## src/rtl/rv_pipe_front_regs.sv

```systemverilog
// Purpose : IF/ID, ID/EX and EX/MEM pipeline registers of the 5-stage RV32 core.
// Latency : one clk per stage; no combinational input->output paths.
// Backpressure: ifid_stall holds IF/ID, idex_bubble zeroes ID/EX, EX/MEM always loads.
//
// Ports:
//   clk, rst           rising-edge clock, asynchronous active-high reset
//   ifid_*_in / _out   fetch PC + instruction word, held while ifid_stall=1
//   idex_*_in / _out   decoded operands/immediate/opcode/id, zeroed by idex_bubble
//   exmem_*_in / _out  execute results, captured every cycle
//
// Build option: define IFID_FLUSH_EN to add the ifid_flush input, which loads
// NOP_INSTR into IF/ID (with the incoming PC) and overrides ifid_stall.

module rv_pipe_front_regs #(
    parameter int               XLEN      = 32,
    parameter logic [XLEN-1:0]  NOP_INSTR = 32'h00000013
) (
    input  logic            clk,
    input  logic            rst,
    // IF/ID
    input  logic [XLEN-1:0] ifid_pc_in,
    input  logic [XLEN-1:0] ifid_instr_in,
    input  logic            ifid_stall,
`ifdef IFID_FLUSH_EN
    input  logic            ifid_flush,
`endif
    output logic [XLEN-1:0] ifid_pc_out,
    output logic [XLEN-1:0] ifid_instr_out,
    // ID/EX
    input  logic            idex_rs1_valid_in,
    input  logic            idex_rs2_valid_in,
    input  logic            idex_rd_valid_in,
    input  logic [4:0]      idex_rs1_addr_in,
    input  logic [4:0]      idex_rs2_addr_in,
    input  logic [4:0]      idex_rd_addr_in,
    input  logic [XLEN-1:0] idex_imm_in,
    input  logic [XLEN-1:0] idex_pc_in,
    input  logic [XLEN-1:0] idex_rs1_value_in,
    input  logic [XLEN-1:0] idex_rs2_value_in,
    input  logic [6:0]      idex_opcode_in,
    input  logic [5:0]      idex_instr_id_in,
    input  logic            idex_bubble,
    output logic            idex_rs1_valid_out,
    output logic            idex_rs2_valid_out,
    output logic            idex_rd_valid_out,
    output logic [4:0]      idex_rs1_addr_out,
    output logic [4:0]      idex_rs2_addr_out,
    output logic [4:0]      idex_rd_addr_out,
    output logic [XLEN-1:0] idex_imm_out,
    output logic [XLEN-1:0] idex_pc_out,
    output logic [XLEN-1:0] idex_rs1_value_out,
    output logic [XLEN-1:0] idex_rs2_value_out,
    output logic [6:0]      idex_opcode_out,
    output logic [5:0]      idex_instr_id_out,
    // EX/MEM
    input  logic [4:0]      exmem_rs1_addr_in,
    input  logic [4:0]      exmem_rs2_addr_in,
    input  logic [4:0]      exmem_rd_addr_in,
    input  logic            exmem_rd_valid_in,
    input  logic [XLEN-1:0] exmem_rs1_value_in,
    input  logic [XLEN-1:0] exmem_rs2_value_in,
    input  logic [XLEN-1:0] exmem_pc_in,
    input  logic [XLEN-1:0] exmem_mem_addr_in,
    input  logic [XLEN-1:0] exmem_exec_output_in,
    input  logic [XLEN-1:0] exmem_jump_addr_in,
    input  logic            exmem_jump_signal_in,
    input  logic [5:0]      exmem_instr_id_in,
    output logic [4:0]      exmem_rs1_addr_out,
    output logic [4:0]      exmem_rs2_addr_out,
    output logic [4:0]      exmem_rd_addr_out,
    output logic            exmem_rd_valid_out,
    output logic [XLEN-1:0] exmem_rs1_value_out,
    output logic [XLEN-1:0] exmem_rs2_value_out,
    output logic [XLEN-1:0] exmem_pc_out,
    output logic [XLEN-1:0] exmem_mem_addr_out,
    output logic [XLEN-1:0] exmem_exec_output_out,
    output logic [XLEN-1:0] exmem_jump_addr_out,
    output logic            exmem_jump_signal_out,
    output logic [5:0]      exmem_instr_id_out
);

    typedef struct packed {
        logic            rs1_valid;
        logic            rs2_valid;
        logic            rd_valid;
        logic [4:0]      rs1_addr;
        logic [4:0]      rs2_addr;
        logic [4:0]      rd_addr;
        logic [XLEN-1:0] imm;
        logic [XLEN-1:0] pc;
        logic [XLEN-1:0] rs1_value;
        logic [XLEN-1:0] rs2_value;
        logic [6:0]      opcode;
        logic [5:0]      instr_id;
    } idex_t;

    typedef struct packed {
        logic [4:0]      rs1_addr;
        logic [4:0]      rs2_addr;
        logic [4:0]      rd_addr;
        logic            rd_valid;
        logic [XLEN-1:0] rs1_value;
        logic [XLEN-1:0] rs2_value;
        logic [XLEN-1:0] pc;
        logic [XLEN-1:0] mem_addr;
        logic [XLEN-1:0] exec_output;
        logic [XLEN-1:0] jump_addr;
        logic            jump_signal;
        logic [5:0]      instr_id;
    } exmem_t;

    logic [XLEN-1:0] r_ifid_pc;
    logic [XLEN-1:0] r_ifid_instr;
    idex_t           r_idex;
    exmem_t          r_exmem;
    idex_t           w_idex_in;
    exmem_t          w_exmem_in;
    logic            w_ifid_flush;

`ifdef IFID_FLUSH_EN
    assign w_ifid_flush = ifid_flush;
`else
    assign w_ifid_flush = 1'b0;
`endif

    assign w_idex_in = '{
        rs1_valid: idex_rs1_valid_in, rs2_valid: idex_rs2_valid_in,
        rd_valid:  idex_rd_valid_in,
        rs1_addr:  idex_rs1_addr_in,  rs2_addr:  idex_rs2_addr_in,
        rd_addr:   idex_rd_addr_in,
        imm:       idex_imm_in,       pc:        idex_pc_in,
        rs1_value: idex_rs1_value_in, rs2_value: idex_rs2_value_in,
        opcode:    idex_opcode_in,    instr_id:  idex_instr_id_in
    };

    assign w_exmem_in = '{
        rs1_addr:    exmem_rs1_addr_in,    rs2_addr:  exmem_rs2_addr_in,
        rd_addr:     exmem_rd_addr_in,     rd_valid:  exmem_rd_valid_in,
        rs1_value:   exmem_rs1_value_in,   rs2_value: exmem_rs2_value_in,
        pc:          exmem_pc_in,          mem_addr:  exmem_mem_addr_in,
        exec_output: exmem_exec_output_in, jump_addr: exmem_jump_addr_in,
        jump_signal: exmem_jump_signal_in, instr_id:  exmem_instr_id_in
    };

    // IF/ID: flush wins over stall so a redirect is never lost behind a hazard.
    always_ff @(posedge clk or posedge rst) begin
        if (rst) begin
            r_ifid_pc    <= '0;
            r_ifid_instr <= NOP_INSTR;
        end else if (w_ifid_flush) begin
            r_ifid_pc    <= ifid_pc_in;
            r_ifid_instr <= NOP_INSTR;
        end else if (!ifid_stall) begin
            r_ifid_pc    <= ifid_pc_in;
            r_ifid_instr <= ifid_instr_in;
        end
    end

    // ID/EX: a bubble is all-zero; instr_id 0 means "no instruction" downstream.
    always_ff @(posedge clk or posedge rst) begin
        if (rst) begin
            r_idex <= '0;
        end else if (idex_bubble) begin
            r_idex <= '0;
        end else begin
            r_idex <= w_idex_in;
        end
    end

    always_ff @(posedge clk or posedge rst) begin
        if (rst) begin
            r_exmem <= '0;
        end else begin
            r_exmem <= w_exmem_in;
        end
    end

    assign ifid_pc_out           = r_ifid_pc;
    assign ifid_instr_out        = r_ifid_instr;

    assign idex_rs1_valid_out    = r_idex.rs1_valid;
    assign idex_rs2_valid_out    = r_idex.rs2_valid;
    assign idex_rd_valid_out     = r_idex.rd_valid;
    assign idex_rs1_addr_out     = r_idex.rs1_addr;
    assign idex_rs2_addr_out     = r_idex.rs2_addr;
    assign idex_rd_addr_out      = r_idex.rd_addr;
    assign idex_imm_out          = r_idex.imm;
    assign idex_pc_out           = r_idex.pc;
    assign idex_rs1_value_out    = r_idex.rs1_value;
    assign idex_rs2_value_out    = r_idex.rs2_value;
    assign idex_opcode_out       = r_idex.opcode;
    assign idex_instr_id_out     = r_idex.instr_id;

    assign exmem_rs1_addr_out    = r_exmem.rs1_addr;
    assign exmem_rs2_addr_out    = r_exmem.rs2_addr;
    assign exmem_rd_addr_out     = r_exmem.rd_addr;
    assign exmem_rd_valid_out    = r_exmem.rd_valid;
    assign exmem_rs1_value_out   = r_exmem.rs1_value;
    assign exmem_rs2_value_out   = r_exmem.rs2_value;
    assign exmem_pc_out          = r_exmem.pc;
    assign exmem_mem_addr_out    = r_exmem.mem_addr;
    assign exmem_exec_output_out = r_exmem.exec_output;
    assign exmem_jump_addr_out   = r_exmem.jump_addr;
    assign exmem_jump_signal_out = r_exmem.jump_signal;
    assign exmem_instr_id_out    = r_exmem.instr_id;

endmodule

```

## config.mk

```make
export PLATFORM = sky130hd
export DESIGN_NAME = rv_pipe_front_regs
export DESIGN_NICKNAME = d
export VERILOG_FILES = /design/src/rtl/rv_pipe_front_regs.sv
export SDC_FILE = /design/constraint.sdc
export NUM_CORES = 1
export LEC_CHECK = 0
export CAP_MARGIN = 20
export CORE_AREA = 3 3 339 341
export DETAILED_ROUTE_END_ITERATION = 10
export DIE_AREA = 0 0 342 344
export SLEW_MARGIN = 30
export SYNTH_ARGS = -nofsm -noshare
export SYNTH_HDL_FRONTEND = slang
export SYNTH_SLANG_ARGS = --single-unit
```

## constraint.sdc

```tcl
create_clock -name clk -period 13.15 [get_ports clk]
set_input_delay 1.9725 -clock clk [delete_from_list [all_inputs] [get_ports clk]]
set_output_delay 1.9725 -clock clk [all_outputs]
set_load 0.05 [all_outputs]
```

==> run_results.csv, run 1 <==
group,metric,value,unit
status,status,"finished clean",
place,dp_hpwl,43.4,mm
detailed_routing,via_per_inst,2.87,
global_routing,grt_pass1_wl,74.7,mm
synthesis,synth_nets,1128,
clock_network,cts_max_level,2,
min_path,hold_path.class,"reg -> reg",
final_layout,syn2layout_area_growth,94.7,%
worst_setup_path,slowest_stage,"buf_6",
job,max_cap_violations,0,
detailed_routing,drt_first_pass_iters,4,
sta,rsz0062_at_grt,"false",
sta,holdWs,0.506,ns
place,dp_cells,3050,
global_routing,grt_pass1_vias,9892,
sta,period_share,30.9,%
synthesis,synth_area_per_cell,19.1,sq um
final_layout,nets,2045,
synthesis,synth_seq_cells,438,
final_layout,drive_above_1_share,10.3,%
worst_setup_path,cp_top_family,"buffers and inverters",
global_routing,antenna_found_initial,15,
global_routing,grt_usage,8.90,%
synthesis,yosysWarnings,0,
detailed_routing,drtAntennaViolNets,0,
detailed_routing,via_count,9059,
clock_network,post_cts_resize_count,0,
worst_setup_path,path_cells,"clkdlybuf4s50_1, clkinvlp_4, buf_12, buf_4, buf_4, buf_6",
floorplanning,core-area,112000,sq um
power_and_ir_drop,power,0.00371,W
worst_setup_path,crit_buf_inv,6,
final_layout,finalCoreUtilization,22.8,%
floorplanning,rows,123,
worst_setup_path,worstSetupPathType,"in -> async",
sta,fin_crit,4.07,ns
sta,finClkSkew,0,ns
sta,final_max_slew_viol_count,0,
floorplanning,die-width,342,um
floorplanning,pin_count,880,
synthesis,synth_cell_type_count,12,
sta,relSlewSlack,35.5,%
clock_network,clk_pin_slew,0.06,ns
power_and_ir_drop,ir_drop,0.111,mV
worst_setup_path,worstSetupEndpointType,"asynchronous set/reset pin",
clock_network,cts-buffers-inserted,51,
sta,setup_violations,0,
worst_setup_path,cp.required,13.84,ns
worst_setup_path,crit_fanout,68,
worst_setup_path,cp_data_arrival_time,4.76,ns
detailed_routing,wirelength,55.1,mm
final_layout,fin_cells,3153,
sta,fmax,0.246,GHz
detailed_routing,route.detailed.drc,0,
global_routing,grt_max_degree,144,
detailed_routing,drt_iter0_markers,274,
power_and_ir_drop,cellPowerDensity,145,nW/um^2
floorplanning,die-area,118000,sq um
clock_network,cts_hold_buf,0,
place,gp_congestion,0.857,
clock_network,worstSkewPairLatency,0.62,ns
global_routing,overflow,0,
worst_setup_path,cpPeakStageDelay,0.56,ns
sta,worst-slew-pin-transition,0.968,ns
sta,hold_viol,0,
detailed_routing,wire_per_inst,17.5,um
floorplanning,start_util,11.7,%
power_and_ir_drop,leakage,10.5,nW
synthesis,syn_inst,686,
synthesis,mappedNetlistArea,13100,sq um
worst_setup_path,start_kind,"input port",
synthesis,ys_seq_area_share,83.5,%
floorplanning,die_h,344,um
clock_network,cts_setup_buffers,0,
clock_network,cts_max_path_buffers,3,
sta,tns,0,ns
place,portBuffers,879,
worst_setup_path,crit_path_frequent_cell,"buf_4",
clock_network,root_buffer,"clkbuf_16",
clock_network,cts_sinks,438,
clock_network,cts_tree,"done",
## per-layer routing
layer  part of all wire (%)  track usage [%]  vias up
met1                     34             9.04     4455
met5                   0.17                0        -
met4                    2.8             2.83       14
met2                     53             16.2      494
met3                     10             4.05       90
li1                       -                -     4006
## metrics by stage
step / instance area [sq um] / setup slack, ns
6_report: 25600 / 9.08
2_1_floorplan: 13100 / 5.26
4_1_cts: 25500 / 8.70
5_1_grt: 25600 / 8.70
3_3_place_gp: 23700 / 7.81
3_5_place_dp: 23700 / 8.00
## area by class of cell
class | count | area [sq um]
fillers | 11700 | 86600
flip-flops and latches | 438 | 11000
repair buffers | 888 | 8890
multi-input cells | 223 | 1950
well taps | 1500 | 1880
clock buffers | 69 | 1490
clock inverters | 27 | 379
diodes | 7 | 17.5
inverters | 1 | 7.51
## logic make-up (layout without fill, tap and decap cells)
kind of cell / after synthesis / in the layout / synth area share (%)
other: 0 / 7 / 0
buffers and inverters: 25 / 985 / 1.66
flip-flops: 438 / 438 / 83.5
AND/OR/NAND/NOR: 159 / 159 / 7.65
multiplexers: 64 / 64 / 7.20
## worst paths after layout
check | slack, ns | to | from | cells after the start
worst min-delay path | 0.51 | ifid_instr_out[28] | ifid_instr_out[28] | 1
max in group clk | 9.20 | ifid_instr_out[0] | ifid_instr_out[0] | 1
worst max-delay path | 9.08 | exmem_rs1_value_out[17] | rst | 6
worst max register to register | 12.34 | ifid_instr_out[30] | ifid_instr_out[30] | 1
min in group asynchronous | 1.78 | exmem_jump_addr_out[30] | rst | 2
worst min register to register | 0.51 | ifid_instr_out[28] | ifid_instr_out[28] | 1
## Yosys cell counts (all sizes together)
library cell / count / area [sq um]
dfrtp: 435 / 10900
dfstp: 3 / 78.8
nor2b: 151 / 945
clkbuf: 4 / 15.0
buf: 20 / 199
mux2: 64 / 946
and2b: 8 / 60.1
inv: 1 / 3.75
## sequential cells by signal, indices dropped and copies added (netlist names), 5 cells and up
register,cells
exmem_exec_output_out,32
exmem_instr_id_out,6
exmem_jump_addr_out,32
exmem_mem_addr_out,32
exmem_pc_out,32
exmem_rd_addr_out,5
exmem_rs1_addr_out,5
exmem_rs1_value_out,32
exmem_rs2_addr_out,5
exmem_rs2_value_out,32
idex_imm_out,32
idex_instr_id_out,6
idex_opcode_out,7
idex_pc_out,32
idex_rd_addr_out,5
idex_rs1_addr_out,5
idex_rs1_value_out,32
idex_rs2_addr_out,5
idex_rs2_value_out,32
ifid_instr_out,32
ifid_pc_out,32
## cell usage in the layout (no fill, tap or decap)
| cell type | synthesis | final |
|---|---|---|
| and2b_1 | 8 | 8 |
| buf_12 | 6 | 2 |
| buf_4 | 1 | 8 |
| buf_6 | 1 | 1 |
| bufinv_16 | 0 | 8 |
| clkbuf_1 | 4 | 5 |
| clkbuf_16 | 0 | 52 |
| clkbuf_8 | 0 | 12 |
| clkdlybuf4s50_1 | 0 | 877 |
| clkinv_2 | 0 | 9 |
| clkinv_4 | 0 | 3 |
| clkinv_8 | 0 | 1 |
| clkinvlp_4 | 0 | 4 |
| dfrtp_1 | 435 | 435 |
| dfstp_2 | 3 | 3 |
| diode_2 | 0 | 7 |
| inv_6 | 0 | 2 |
| inv_8 | 0 | 1 |
| mux2_2 | 4 | 4 |
| mux2_4 | 60 | 60 |
| nor2b_1 | 151 | 151 |
## power by group
part / switching (W) / total, W / leakage [nW] / internal (W)
registers: 0.0000323 / 0.00146 / 5.30 / 0.00143
logic: 0.000410 / 0.000695 / 4.33 / 0.000285
clock network: 0.000601 / 0.00155 / 0.916 / 0.000952
total: 0.00104 / 0.00371 / 10.5 / 0.00266
Note: power is estimated with default switching activity, not from simulation.
==> inputs of run 2 (changes only) <==
==> constraint.sdc (replaced) <==
create_clock -name clk -period 3.6 [get_ports clk]
set_input_delay 0.54 -clock clk [delete_from_list [all_inputs] [get_ports clk]]
set_output_delay 0.54 -clock clk [all_outputs]
set_load 0.05 [all_outputs]
==> run 2 against run 1 <==
Register-to-register slack lost 9.6 ns. Routed wire length grew 1.8%. Via count grew 0.59%. Final area shrank 0.17%. Combinational power grew to 3.7 times the previous value. Worst hold slack lost 0.18 ns. Clock power grew to 3.3 times the previous value. First-iteration DRC count grew 1.8%. Critical endpoint is now idex_rd_addr_out[2].
==> run_results.csv, run 2 (same netlist as run 1, synthesis figures left out) <==
group,metric,value,unit
floorplanning,core-area,112000,sq um
final_layout,nFillCells,11800,
clock_network,cts_hold_buf,0,
sta,worst-slew-pin-transition,0.654,ns
worst_setup_path,worstSetupEndpointType,"output port",
power_and_ir_drop,cellPowerDensity,511,nW/um^2
status,status,"finished clean",
clock_network,clk_pin_slew,0.06,ns
detailed_routing,drtAntennaViolNets,0,
detailed_routing,wirelength,56.1,mm
global_routing,grt_pass1_wl,75.6,mm
worst_setup_path,crit_fanout,1,
clock_network,cts_setup_buffers,0,
clock_network,cts_max_path_buffers,3,
global_routing,overflow,0,
clock_network,cts_max_level,2,
detailed_routing,via_per_inst,2.88,
floorplanning,die-area,118000,sq um
sta,relSlewSlack,56.4,%
final_layout,syn2layout_area_growth,94.4,%
final_layout,drive_above_1_share,10.7,%
floorplanning,die-width,342,um
power_and_ir_drop,leakage,10.5,nW
detailed_routing,drt_first_pass_iters,4,
worst_setup_path,cp_top_family,"buffers and inverters",
sta,fmax,0.384,GHz
place,gp_congestion,0.843,
worst_setup_path,crit_buf_inv,1,
worst_setup_path,start_kind,"flip-flop",
detailed_routing,drt_iter0_markers,279,
worst_setup_path,cp_data_arrival_time,2.07,ns
global_routing,grt_pass1_vias,10000,
min_path,hold_path.class,"in -> reg",
sta,final_max_slew_viol_count,0,
sta,period_share,72.4,%
global_routing,antenna_found_initial,14,
sta,hold_viol,0,
floorplanning,pin_count,880,
place,dp_hpwl,45.0,mm
place,dp_cells,3070,
final_layout,nets,2063,
worst_setup_path,cpPeakStageDelay,0.91,ns
clock_network,cts_sinks,438,
sta,rsz0062_at_grt,"false",
sta,fin_crit,2.61,ns
floorplanning,start_util,11.7,%
clock_network,worstSkewPairLatency,0.59,ns
worst_setup_path,path_cells,"clkdlybuf4s50_1",
place,portBuffers,879,
clock_network,root_buffer,"clkbuf_16",
worst_setup_path,cp.required,3.06,ns
sta,finClkSkew,0,ns
final_layout,fin_cells,3162,
worst_setup_path,worstSetupPathType,"reg -> out",
final_layout,finalCoreUtilization,22.8,%
global_routing,grt_max_degree,104,
worst_setup_path,slowest_stage,"clkdlybuf4s50_1",
floorplanning,die_h,344,um
place,dpl_cell_area,23900,sq um
detailed_routing,via_count,9112,
floorplanning,rows,123,
global_routing,grt_usage,9.09,%
job,max_cap_violations,0,
power_and_ir_drop,ir_drop,0.327,mV
final_layout,mostFrequentLayoutCell,"clkdlybuf4s50_1",
clock_network,cts_tree,"done",
detailed_routing,route.detailed.drc,0,
sta,setup_violations,0,
clock_network,post_cts_resize_count,0,
final_layout,layout_common_cells,"877 x clkdlybuf4s50_1, 435 x dfrtp_1, 151 x nor2b_1",
detailed_routing,wire_per_inst,17.7,um
final_layout,final_cell_area,25500,sq um
clock_network,cts-buffers-inserted,49,
-- run 2: cell types whose count changed in the layout (fill, tap and decap cells not counted), sizes merged --
cell      delta
bufinv       -3
clkinvlp     +1
buf         +20
inv          +1
diode        -2
clkbuf       -1
clkinv       -7
-- run 2: area by class of cell --
class / instances / area, sq um / share of cell area, %
Multi-Input combinational cell: 223 / 1950 / 7.64
Clock buffer: 68 / 1400 / 5.47
Sequential cell: 438 / 11000 / 42.9
Timing Repair Buffer: 908 / 9070 / 35.5
Inverter: 1 / 7.51 / 0.0294
Clock inverter: 19 / 245 / 0.961
Tap cell: 1500 / 1880 / 7.35
Antenna cell: 5 / 12.5 / 0.0490
-- run 2: routing by layer --
metal  part of all wire, %  GRT usage (%)  up-vias
met3                   9.7           3.71       87
met1                    34           9.31     4479
li1                      -              -     4030
met2                    53           16.6      504
met4                   3.2           3.32       12
met5                  0.15              0        -
-- run 2: metrics by stage --
step	setup WS (ns)	setup TNS, ns	hold slack (ns)	total power, W
after global placement	1.42	0	0.492	0.00802
after detailed placement	1.40	0	0.492	0.00802
after CTS	0.749	0	0.258	0.0133
after global routing	0.838	0	0.297	0.0136
after floorplan	-2.85	-1245.50	0.571	0.00674
final	0.993	0	0.322	0.0130
-- run 2: final timing paths --
kind / from / to / slack (ns) / depth (start not counted)
max: idex_rd_addr_out[2] / idex_rd_addr_out[2] / 0.99 / 1
min: idex_bubble / idex_rs2_value_out[24] / 0.32 / 2
max reg2reg: ifid_pc_out[3] / ifid_pc_out[3] / 2.79 / 1
min reg2reg: ifid_pc_out[30] / ifid_pc_out[30] / 0.50 / 1
max in group asynchronous: rst / ifid_instr_out[1] / 2.15 / 4
min in group asynchronous: rst / exmem_exec_output_out[14] / 0.37 / 2
-- run 2: where the power goes --
group | switching, W | total, W | internal, W | leakage (nW)
sequential | 0.000115 | 0.00533 | 0.00521 | 5.30
combinational | 0.00151 | 0.00257 | 0.00106 | 4.44
clock | 0.00207 | 0.00514 | 0.00307 | 0.799
==> inputs of run 3 (changes only) <==
==> constraint.sdc (replaced) <==
create_clock -name clk -period 2.48 [get_ports clk]
set_input_delay 0.372 -clock clk [delete_from_list [all_inputs] [get_ports clk]]
set_output_delay 0.372 -clock clk [all_outputs]
set_load 0.05 [all_outputs]
==> run 3 against run 2 <==
Largest power group is now clock. Critical path depth did not move. Critical path type unchanged. Total power rose by 50%. Die area did not move. Combinational power rose by 46%.
==> run_results.csv, run 3 (same netlist as run 1, synthesis figures left out) <==
group,metric,value,unit
detailed_routing,via_count,9047,
floorplanning,rows,123,
detailed_routing,wirelength,55.8,mm
worst_setup_path,worstSetupPathType,"reg -> out",
global_routing,grt_pass1_wl,75.6,mm
detailed_routing,drt_iter0_markers,182,
final_layout,fin_cells,3164,
global_routing,overflow,0,
floorplanning,die_h,344,um
sta,period_share,92.7,%
min_path,hold_path.class,"in -> async",
worst_setup_path,crit_buf_inv,1,
sta,worst-slew-pin-transition,0.615,ns
sta,final_max_slew_viol_count,0,
detailed_routing,route.detailed.drc,0,
sta,fmax,0.435,GHz
sta,tns,0,ns
worst_setup_path,cpPeakStageDelay,0.80,ns
place,portBuffers,879,
detailed_routing,wire_per_inst,17.6,um
worst_setup_path,cp_top_family,"buffers and inverters",
worst_setup_path,cp.required,2.11,ns
power_and_ir_drop,cellPowerDensity,759,nW/um^2
power_and_ir_drop,ir_drop,0.514,mV
clock_network,post_cts_resize_count,0,
clock_network,cts_max_level,2,
floorplanning,die-width,342,um
place,dp_hpwl,44.8,mm
worst_setup_path,worstSetupEndpointType,"output port",
worst_setup_path,start_kind,"flip-flop",
worst_setup_path,cp_data_arrival_time,1.93,ns
clock_network,root_buffer,"clkbuf_16",
global_routing,grt_max_degree,80,
detailed_routing,drt_first_pass_iters,4,
status,status,"finished clean",
global_routing,antenna_found_initial,11,
clock_network,cts_tree,"done",
clock_network,worstSkewPairLatency,0.59,ns
power_and_ir_drop,leakage,10.7,nW
floorplanning,pin_count,880,
global_routing,grt_usage,9.03,%
sta,hold_viol,0,
place,gp_congestion,0.850,
clock_network,cts_sinks,438,
job,max_cap_violations,0,
floorplanning,core-area,112000,sq um
detailed_routing,via_per_inst,2.86,
floorplanning,start_util,11.7,%
global_routing,grt_pass1_vias,10000,
sta,rsz0062_at_grt,"false",
sta,relSlewSlack,58.8,%
sta,setup_violations,0,
worst_setup_path,path_cells,"clkdlybuf4s50_1",
worst_setup_path,crit_fanout,2,
sta,finClkSkew,0,ns
final_layout,layout_common_cells,"873 x clkdlybuf4s50_1, 435 x dfrtp_1, 151 x nor2b_1",
clock_network,cts-buffers-inserted,51,
sta,fin_crit,2.30,ns
worst_setup_path,slowest_stage,"clkdlybuf4s50_1",
final_layout,drive_above_1_share,11.2,%
floorplanning,die-area,118000,sq um
detailed_routing,drtAntennaViolNets,0,
final_layout,syn2layout_area_growth,96.2,%
place,dp_cells,3068,
clock_network,clk_pin_slew,0.06,ns
final_layout,mostFrequentLayoutCell,"clkdlybuf4s50_1",
clock_network,cts_max_path_buffers,3,
final_layout,nets,2064,
-- run 3: changes by cell type in the layout (fill, tap and decap cells not counted), moves of 3 or more --
cell / before / now
inv_6: 4 / 1
buf_4: 26 / 23
clkbuf_16: 49 / 53
clkdlybuf4s50_1: 877 / 873
buf_12: 5 / 10
clkbuf_8: 10 / 14
-- run 3: worst paths after layout --
| path | from | cells past startpoint | to | slack, ns |
|---|---|---|---|---|
| max | ifid_instr_out[0] | 1 | ifid_instr_out[0] | 0.18 |
| min | rst | 3 | idex_rs1_value_out[9] | 0.21 |
| max reg2reg | ifid_instr_out[31] | 1 | ifid_instr_out[31] | 1.68 |
| min reg2reg | ifid_pc_out[28] | 1 | ifid_pc_out[28] | 0.50 |
| max in group asynchronous | rst | 4 | idex_rs2_value_out[18] | 1.54 |
| min in group clk | exmem_rd_valid_in | 1 | exmem_rd_valid_out | 0.21 |
-- run 3: layout make-up --
type                    count  area, sq um
fillers                 11700        86400
flip-flops and latches    438        11000
repair buffers            907         9120
multi-input cells         223         1950
well taps                1500         1880
clock buffers              74         1550
clock inverters            18          287
inverters                   1         7.51
diodes                      3         7.51
-- run 3: timing repair --
item | 4_1_cts | 5_1_grt
setup buffers | 0 | 0
hold buffers | 1 | 0
hold endpoints to repair | 3 | 0
-- run 3: where the power goes --
group / leakage [nW] / switching [W] / internal (W)
Combinational: 4.46 / 0.00220 / 0.00155
Clock: 0.890 / 0.00305 / 0.00504
Sequential: 5.30 / 0.000146 / 0.00756
Total: 10.7 / 0.00540 / 0.0141
-- run 3: metrics by stage --
| stage | power, W | setup WS (ns) | cell area (sq um) | utilization, % | hold WS (ns) |
|---|---|---|---|---|---|
| 6_report | 0.0195 | 0.182 | 25800 | 23.0 | 0.213 |
| 3_3_place_gp | 0.0116 | 0.791 | 23900 | 21.3 | 0.487 |
| 5_1_grt | 0.0204 | 0.115 | 25800 | 23.0 | 0.156 |
| 4_1_cts | 0.0200 | 0.111 | 25800 | 23.0 | 0.125 |
| 2_1_floorplan | 0.00978 | -3.81 | 13100 | - | 0.403 |
| 3_5_place_dp | 0.0116 | 0.797 | 23900 | 21.3 | 0.491 |
-- run 3: layer usage --
layer | vias to the layer above | track usage [%] | share of wire, %
met1 | 4403 | 9.17 | 34
met4 | 12 | 3.32 | 3.2
met2 | 508 | 16.3 | 52
li1 | 4030 | - | -
met5 | - | 0 | 0.12
met3 | 94 | 4.03 | 11
